===== src/rtl/instruction_fetch_unit.sv =====
// Instruction fetch unit: owns the fetch PC, reads instruction memory and buffers words in a
// small prefetch FIFO for decode. Define IFU_PERF_COUNTERS_EN to add fetch/flush counters.
module instruction_fetch_unit #(
  parameter logic [31:0] RESET_PC   = 32'h0000_0000,
  parameter int unsigned FIFO_DEPTH = 2
) (
  input  logic        clk,
  input  logic        rst,
  output logic        imem_read,
  output logic        imem_write,
  output logic [31:0] imem_address,
  output logic [31:0] imem_write_data,
  input  logic [31:0] imem_read_data,
  input  logic        branch_taken,
  input  logic [31:0] branch_address,
  input  logic        freeze,
  output logic        if_valid,
  output logic [31:0] if_instruction,
  output logic [31:0] if_pc
`ifdef IFU_PERF_COUNTERS_EN
  ,
  output logic [31:0] fetch_count,
  output logic [31:0] flush_count
`endif
);

  localparam int unsigned PtrW = $clog2(FIFO_DEPTH);
  localparam int unsigned CntW = PtrW + 1;

  logic [31:0]     fetch_pc_q;
  logic [31:0]     instr_mem_q [FIFO_DEPTH];
  logic [31:0]     pc_mem_q    [FIFO_DEPTH];
  logic [PtrW-1:0] rd_ptr_q, wr_ptr_q;
  logic [CntW-1:0] count_q, count_d;
  logic            empty, full, pop, push;
  logic [31:0]     next_pc, target_pc;
  logic            unused_addr_bits;

  assign empty     = (count_q == '0);
  assign full      = (count_q == CntW'(FIFO_DEPTH));
  assign pop       = ~empty & ~freeze;
  assign push      = ~branch_taken & (~full | pop);
  assign next_pc   = fetch_pc_q + 32'd4;
  assign target_pc = {branch_address[31:2], 2'b00};
  assign unused_addr_bits = ^branch_address[1:0];

  // Reset is asynchronous, so the strobe must drop without waiting for a clock edge.
  assign imem_read       = push & ~rst;
  assign imem_write      = 1'b0;
  assign imem_address    = fetch_pc_q;
  assign imem_write_data = 32'h0;

  assign if_valid       = ~empty;
  assign if_instruction = empty ? 32'h0 : instr_mem_q[rd_ptr_q];
  assign if_pc          = empty ? 32'h0 : pc_mem_q[rd_ptr_q];

  always_comb begin
    count_d = count_q;
    if (branch_taken) begin
      count_d = '0;
    end else if (push && !pop) begin
      count_d = count_q + CntW'(1);
    end else if (pop && !push) begin
      count_d = count_q - CntW'(1);
    end
  end

  always_ff @(posedge clk or posedge rst) begin
    if (rst) begin
      fetch_pc_q <= RESET_PC;
      rd_ptr_q   <= '0;
      wr_ptr_q   <= '0;
      count_q    <= '0;
    end else begin
      count_q <= count_d;
      if (branch_taken) begin
        fetch_pc_q <= target_pc;
        rd_ptr_q   <= '0;
        wr_ptr_q   <= '0;
      end else begin
        if (push) begin
          fetch_pc_q <= next_pc;
          wr_ptr_q   <= wr_ptr_q + PtrW'(1);
        end
        if (pop) begin
          rd_ptr_q <= rd_ptr_q + PtrW'(1);
        end
      end
    end
  end

  // Payload storage needs no reset: entries are only observed through count_q.
  always_ff @(posedge clk) begin
    if (push) begin
      instr_mem_q[wr_ptr_q] <= imem_read_data;
      pc_mem_q[wr_ptr_q]    <= next_pc;
    end
  end

`ifdef IFU_PERF_COUNTERS_EN
  logic [31:0] fetch_count_q, flush_count_q;

  always_ff @(posedge clk or posedge rst) begin
    if (rst) begin
      fetch_count_q <= '0;
      flush_count_q <= '0;
    end else begin
      if (push) begin
        fetch_count_q <= fetch_count_q + 32'd1;
      end
      if (branch_taken) begin
        flush_count_q <= flush_count_q + 32'd1;
      end
    end
  end

  assign fetch_count = fetch_count_q;
  assign flush_count = flush_count_q;
`endif

endmodule


===== config.mk =====
export PLATFORM = sky130hd
export DESIGN_NAME = instruction_fetch_unit
export DESIGN_NICKNAME = d
export VERILOG_FILES = /design/src/rtl/instruction_fetch_unit.sv
export SDC_FILE = /design/constraint.sdc
export NUM_CORES = 1
export LEC_CHECK = 0
export BUFFER_PORTS_ARGS = -buffer_cell sky130_fd_sc_hd__buf_2
export CAP_MARGIN = 10
export CORE_UTILIZATION = 53
export DETAILED_ROUTE_END_ITERATION = 10
export PLACE_DENSITY = 0.87
export SETUP_SLACK_MARGIN = 0.02
export SYNTH_ARGS = -nofsm -noshare
export SYNTH_HDL_FRONTEND = slang
export SYNTH_SLANG_ARGS = --single-unit
export TNS_END_PERCENT = 5

===== constraint.sdc =====
create_clock -name clk -period 8.22 [get_ports clk]
set_input_delay 1.644 -clock clk [delete_from_list [all_inputs] [get_ports clk]]
set_output_delay 1.644 -clock clk [all_outputs]
set_load 0.01 [all_outputs]

==> results of run 1 <==
==> state kept, by name, indices dropped and copies added, names as in the netlist <==
name	flops
imem_address	30
instr_mem_q	64
wr_ptr_q	1
count_q	2
rd_ptr_q	1
pc_mem_q	60
==> report_power, final <==
| group | internal [mW] | switching [mW] |
|---|---|---|
| combinational | 0.115 | 0.166 |
| sequential | 0.939 | 0.0589 |
| clock | 0.439 | 0.304 |
| total | 1.49 | 0.530 |
==> area by class of cell <==
cell class,instances,area (sq um),area share [%]
well taps,176,220,2.52
multi-input cells,409,2480,28.4
clock inverters,11,77.6,0.888
clock buffers,21,503,5.76
flip-flops and latches,158,4580,52.4
inverters,8,30.0,0.344
repair buffers,165,841,9.63
==> synthesized netlist by cell type (2+ instances only) <==
library cell  number
a22oi_1            2
o21ai_0           21
xor2_1            12
or4_1              9
a21o_1             2
and2_1             2
buf_1              6
a21oi_1            2
clkbuf_1          25
buf_4             37
edfxtp_1         124
or3_1              8
nand2b_1           2
nor3_1            15
nand3_1           20
nand2_1           40
buf_2              5
nand4_1           13
inv_1              7
and4_1             5
dfrtp_1           34
nor2_1            89
and3_1             3
xnor2_1           30
mux2i_1           63
o31ai_1            6
a31oi_1           13
nor2b_1            2
nor4_1             7
==> worst register-to-register path: cells and delay by family (launching register included) <==
family | cells | cell delay (ns)
flops | 1 | 0.57
simple gates | 3 | 1.89
compound gates | 1 | 0.16
==> routing by layer <==
metal	GRT usage, %	wire, um	up-vias
li1	-	-	2427
met1	28.9	6260	2426
met2	36.0	7570	244
met3	4.94	1190	27
met4	9.53	316	0
met5	0	0	-
==> worst paths after layout <==
check                                                    end  cells after the start  slack, ns                         from
worst min register to register          wr_ptr_q$_DFFE_PP0P_                      2       0.61         wr_ptr_q$_DFFE_PP0P_
worst min-delay path                    wr_ptr_q$_DFFE_PP0P_                      2       0.61         wr_ptr_q$_DFFE_PP0P_
worst max register to register  imem_address[21]$_DFFE_PP0P_                      4       5.51  imem_address[4]$_DFFE_PP0P_
min in group asynchronous        imem_address[5]$_DFFE_PP0P_                      3       1.34                          rst
worst max-delay path                               imem_read                      4       3.95                       freeze
max in group asynchronous               rd_ptr_q$_DFFE_PP0P_                      3       6.52                          rst
==> through the flow <==
step | cells | area [sq um] | power [mW] | setup slack [ns] | hold WS [ns]
6_report | 948 | 8730 | 2.02 | 3.95 | 0.608
3_3_place_gp | 916 | 8150 | 1.29 | 3.98 | 0.560
5_1_grt | 948 | 8730 | 2.11 | 3.91 | 0.634
4_1_cts | 948 | 8730 | 2.04 | 3.98 | 0.604
3_5_place_dp | 916 | 8150 | 1.30 | 3.95 | 0.570
2_1_floorplan | 649 | 7500 | 1.19 | 1.15 | 0.525
==> kinds of logic after synthesis <==
kind of cell / Yosys count
fa+ha+maj: 1
mux: 63
buf+inv: 82
xor+xnor: 42
flops: 158
simple gates: 218
other cells: 1
compound gates: 48
==> results.toml, run 1 <==
[global_routing]
grt_first_pass_wirelength_um = 24200
grt_max_degree = 65
antenna_found_initial = 0
grt_usage_pct = 22.2
grt_pass1_vias = 4825
overflow = 0

[placement]
io_buffer_count = 159
hpwl_um = 10300
place_congestion = 0.849

[yosys]
yosys.area.top_type = "edfxtp_1"
async_reset_ff_share_pct = 21.5
synth.distinct_cells = 38
muxShareOfSynthArea_pct = 8.56
synth_fa_ha_area_share_pct = 0.170
syn_avg_cell_area_sq_um = 12.0
synth-compound-area-share_pct = 3.94
synth_area_leaders = "edfxtp_1 51%, dfrtp_1 12%, mux2i_1 8.6%"
syn_inst = 613
synth_area_sq_um = 7360
synth_top_family_by_area = "simple AND/OR/NAND/NOR gates"
synth-seq-cells = 158
yosysSeqAreaShare_pct = 62.1
synthSimpleGateAreaFrac_pct = 14.0
synth-xor-area-share_pct = 4.99
synth_edf_count = 124
synth_top_area_share_pct = 50.6
ys_warn_count = 0
synthFlopType = "edfxtp_1"

[setup_path]
path_cells = "buf_2 > and3b_1 > nor3_1 > buf_2"
required_ns = 6.58
critPathKind = "in2out"
crit_top_cell = "buf_2"
start_kind = "primary input"
path_max_fanout = 15
crit_family = "simple AND/OR/NAND/NOR gates"
slowest_delay_ns = 0.61
end_kind = "output pin"
path_buf_inv = 2
cp_slowest_cell = "and3b_1"
cp_data_arrival_time_ns = 2.63

[clock_tree]
clk_path_buf_depth = 2
clkTransAtPathRegs_ns = 0.06
holdBufCountCts = 0
post_cts_buffers = 0
cts_tree = "done"
post_cts_resized = 0
cts_made_buffers = 17
cts.sinks = 158
cts_max_level = 4
cts_root_buffer = "clkbuf_16"
clock_latency_ns = 0.42

[layout]
final_util_pct = 65.2
area_growth_pct = 18.6
fillers = 1042
num_antenna_cells = 0
final_common_cell = "buf_2"
layout.nets = 828
drive_gt1_share_pct = 26.2
layout_common_cells = "159 x buf_2, 124 x edfxtp_1, 88 x nor2_1"

[power]
peakVddDrop_v = 0.000159
power-per-cell-area_nw_per_um2 = 232
p_leak_nw = 3.47

[detailed_routing]
final_antenna_net_count = 0
vias = 5124
totalWireLength_um = 15300
wl_per_cell_um = 16.2
route.detailed.drc = 0
viasPerCell = 5.41
drt-initial-drc-count = 401
firstDrtPassIters = 6

[die]
start_util_pct = 55.0
die_w_um = 120
row_count = 42
ios = 199
coreArea_sq_um = 13400
die_h_um = 120
fp.dieArea_sq_um = 14400

[timing]
finalCritPeriodShare_pct = 52.0
max_slew_margin_pct = 24.5
rsz0062_at_grt = "no"
fmax_ghz = 0.234
final.min_clock_period_ns = 4.27
slew_viol_final = 0
hold_violations = 0
skew_ns = 0.0103
timing.setup.tns_ns = 0
setup_viol = 0
max_slew.worst_pin.slew_ns = 1.12

[outcome]
status = "finished, final reports clean"

[worst_hold_path]
hold_class = "reg2reg"

[flow_run]
maxCapViolCount = 0
Note: power is estimated with default switching activity, not from simulation.
==> run 2: changes to the inputs <==
Clock period 8.22 ns to 4.19 ns, I/O delays scaled along.
==> run 2 against run 1 <==
Compared with the run above: clock skew shrank 0.0028 ns; sequential share of layout area fell by 0.053 points; first-iteration DRC count rose by 19%; global-route usage fell by 0.19 points; largest power group unchanged; highest routed layer unchanged.
==> results.toml, run 2 (same netlist as run 1, synthesis figures left out) <==
[outcome]
status = "finished, final reports clean"

[layout]
multi_input_comb_area_sq_um = 2490
layout.nets = 830
final_common_cell = "buf_2"
area_growth_pct = 18.7
layout_common_cells = "159 x buf_2, 124 x edfxtp_1, 88 x nor2_1"
drive_gt1_share_pct = 25.6
fin_cells = 950
seqCellArea_sq_um = 4580
fillers = 1035
regMostFlops = "instr_mem_q"
largest_register_ffs = 64
num_antenna_cells = 0

[global_routing]
grt_max_degree = 65
grt_first_pass_wirelength_um = 23700
grtUsageMet3_pct = 4.85
grt_most_used_layer = "met2"
grt_pass1_vias = 4639
grt_usage_pct = 22.0
grt_use_met2_pct = 35.2
antenna_found_initial = 0
overflow = 0
met1_usage_pct = 28.8

[detailed_routing]
final_antenna_net_count = 0
viasPerCell = 5.31
drt-initial-drc-count = 478
wl_per_cell_um = 16.1
firstDrtPassIters = 5
totalWireLength_um = 15300
vias = 5044
route.detailed.drc = 0

[timing]
max_slew_margin_pct = 20.1
rsz0062_at_grt = "no"
hold_violations = 0
skew_ns = 0.00744
max_slew.worst_pin.slew_ns = 1.19
slew_viol_final = 0
fmax_ghz = 0.337
finalCritPeriodShare_pct = 70.8
timing.setup.tns_ns = 0
final.min_clock_period_ns = 2.97
setup_viol = 0

[clock_tree]
cts_root_buffer = "clkbuf_16"
cts_tree = "done"
post_cts_buffers = 0
cts_made_buffers = 17
post_cts_resized = 0
clkTransAtPathRegs_ns = 0.06
cts.sinks = 158
clock_latency_ns = 0.42
holdBufCountCts = 0
cts_max_level = 4
clk_path_buf_depth = 2

[setup_path]
cp_data_arrival_time_ns = 2.13
required_ns = 3.35
start_kind = "register"
path_max_fanout = 64
critPathKind = "reg2out"
end_kind = "output pin"

[flow_run]
maxCapViolCount = 0

[placement]
placed_cells = 918
hpwl_um = 10300
io_buffer_count = 159
place_congestion = 0.835

[power]
p_leak_nw = 3.45
peakVddDrop_v = 0.000242
power-per-cell-area_nw_per_um2 = 453

[die]
die_h_um = 120
coreArea_sq_um = 13400
fp.dieArea_sq_um = 14400
die_w_um = 120
ios = 199
row_count = 42
start_util_pct = 55.0

[worst_hold_path]
hold_class = "in2async"
## run 2: cell types whose count changed in the layout (fill, tap and decap cells not counted), sizes merged
cell,before,now
clkinv,9,8
clkbuf,21,18
clkinvlp,1,5
buf,165,167
inv,9,7
bufinv,0,2
## run 2: worst max-delay path, stage by stage, from the launching register on
cell and delay [ns]:
dfrtp_4 1.16, mux2i_1 0.33, nor2_1 0.06, buf_2 0.15
## run 2: final timing paths
| check | from | to | slack, ns | cells past startpoint |
|---|---|---|---|---|
| setup / recovery | rd_ptr_q$_DFFE_PP0P_ | if_pc[8] | 1.22 | 3 |
| hold / removal | rst | imem_address[11]$_DFFE_PP0P_ | 0.53 | 3 |
| setup reg to reg | imem_address[4]$_DFFE_PP0P_ | imem_address[21]$_DFFE_PP0P_ | 1.55 | 4 |
| hold reg to reg | imem_address[30]$_DFFE_PP0P_ | imem_address[30]$_DFFE_PP0P_ | 0.63 | 2 |
| max in group asynchronous | rst | rd_ptr_q$_DFFE_PP0P_ | 3.30 | 3 |
| min in group clk | imem_read_data[2] | instr_mem_q[0][2]$_DFFE_PP_ | 0.61 | 1 |
## run 2: final cells by class
class	instances	share of cell area, %
multi-input combinational	409	28.5
clock inverter	14	1.45
inverter	8	0.343
sequential	158	52.4
timing repair buffer	167	9.93
tap	176	2.52
clock buffer	18	4.91
## run 2: power by group
group | internal [mW] | leakage (nW) | total [mW] | switching, mW
Clock | 0.862 | 0.255 | 1.45 | 0.587
Combinational | 0.229 | 1.64 | 0.558 | 0.329
Sequential | 1.84 | 1.56 | 1.96 | 0.114
Total | 2.93 | 3.45 | 3.96 | 1.03
## run 2: per-stage QoR
step           power, mW  setup WS, ns  util, %  cell area (sq um)  hold WS (ns)
2_1_floorplan       2.34         0.754        -               7510         0.559
3_3_place_gp        2.53          1.30     61.1               8190         0.597
3_5_place_dp        2.55          1.28     61.1               8190         0.623
4_1_cts             3.99          1.17     65.2               8740         0.527
5_1_grt             4.13          1.06     65.2               8740         0.569
6_report            3.96          1.22     65.2               8740         0.528
## run 2: routing by layer
layer	up-vias	routed length [um]
met3	23	1070
li1	2438	-
met5	-	0
met1	2370	6480
met4	0	309
met2	213	7410
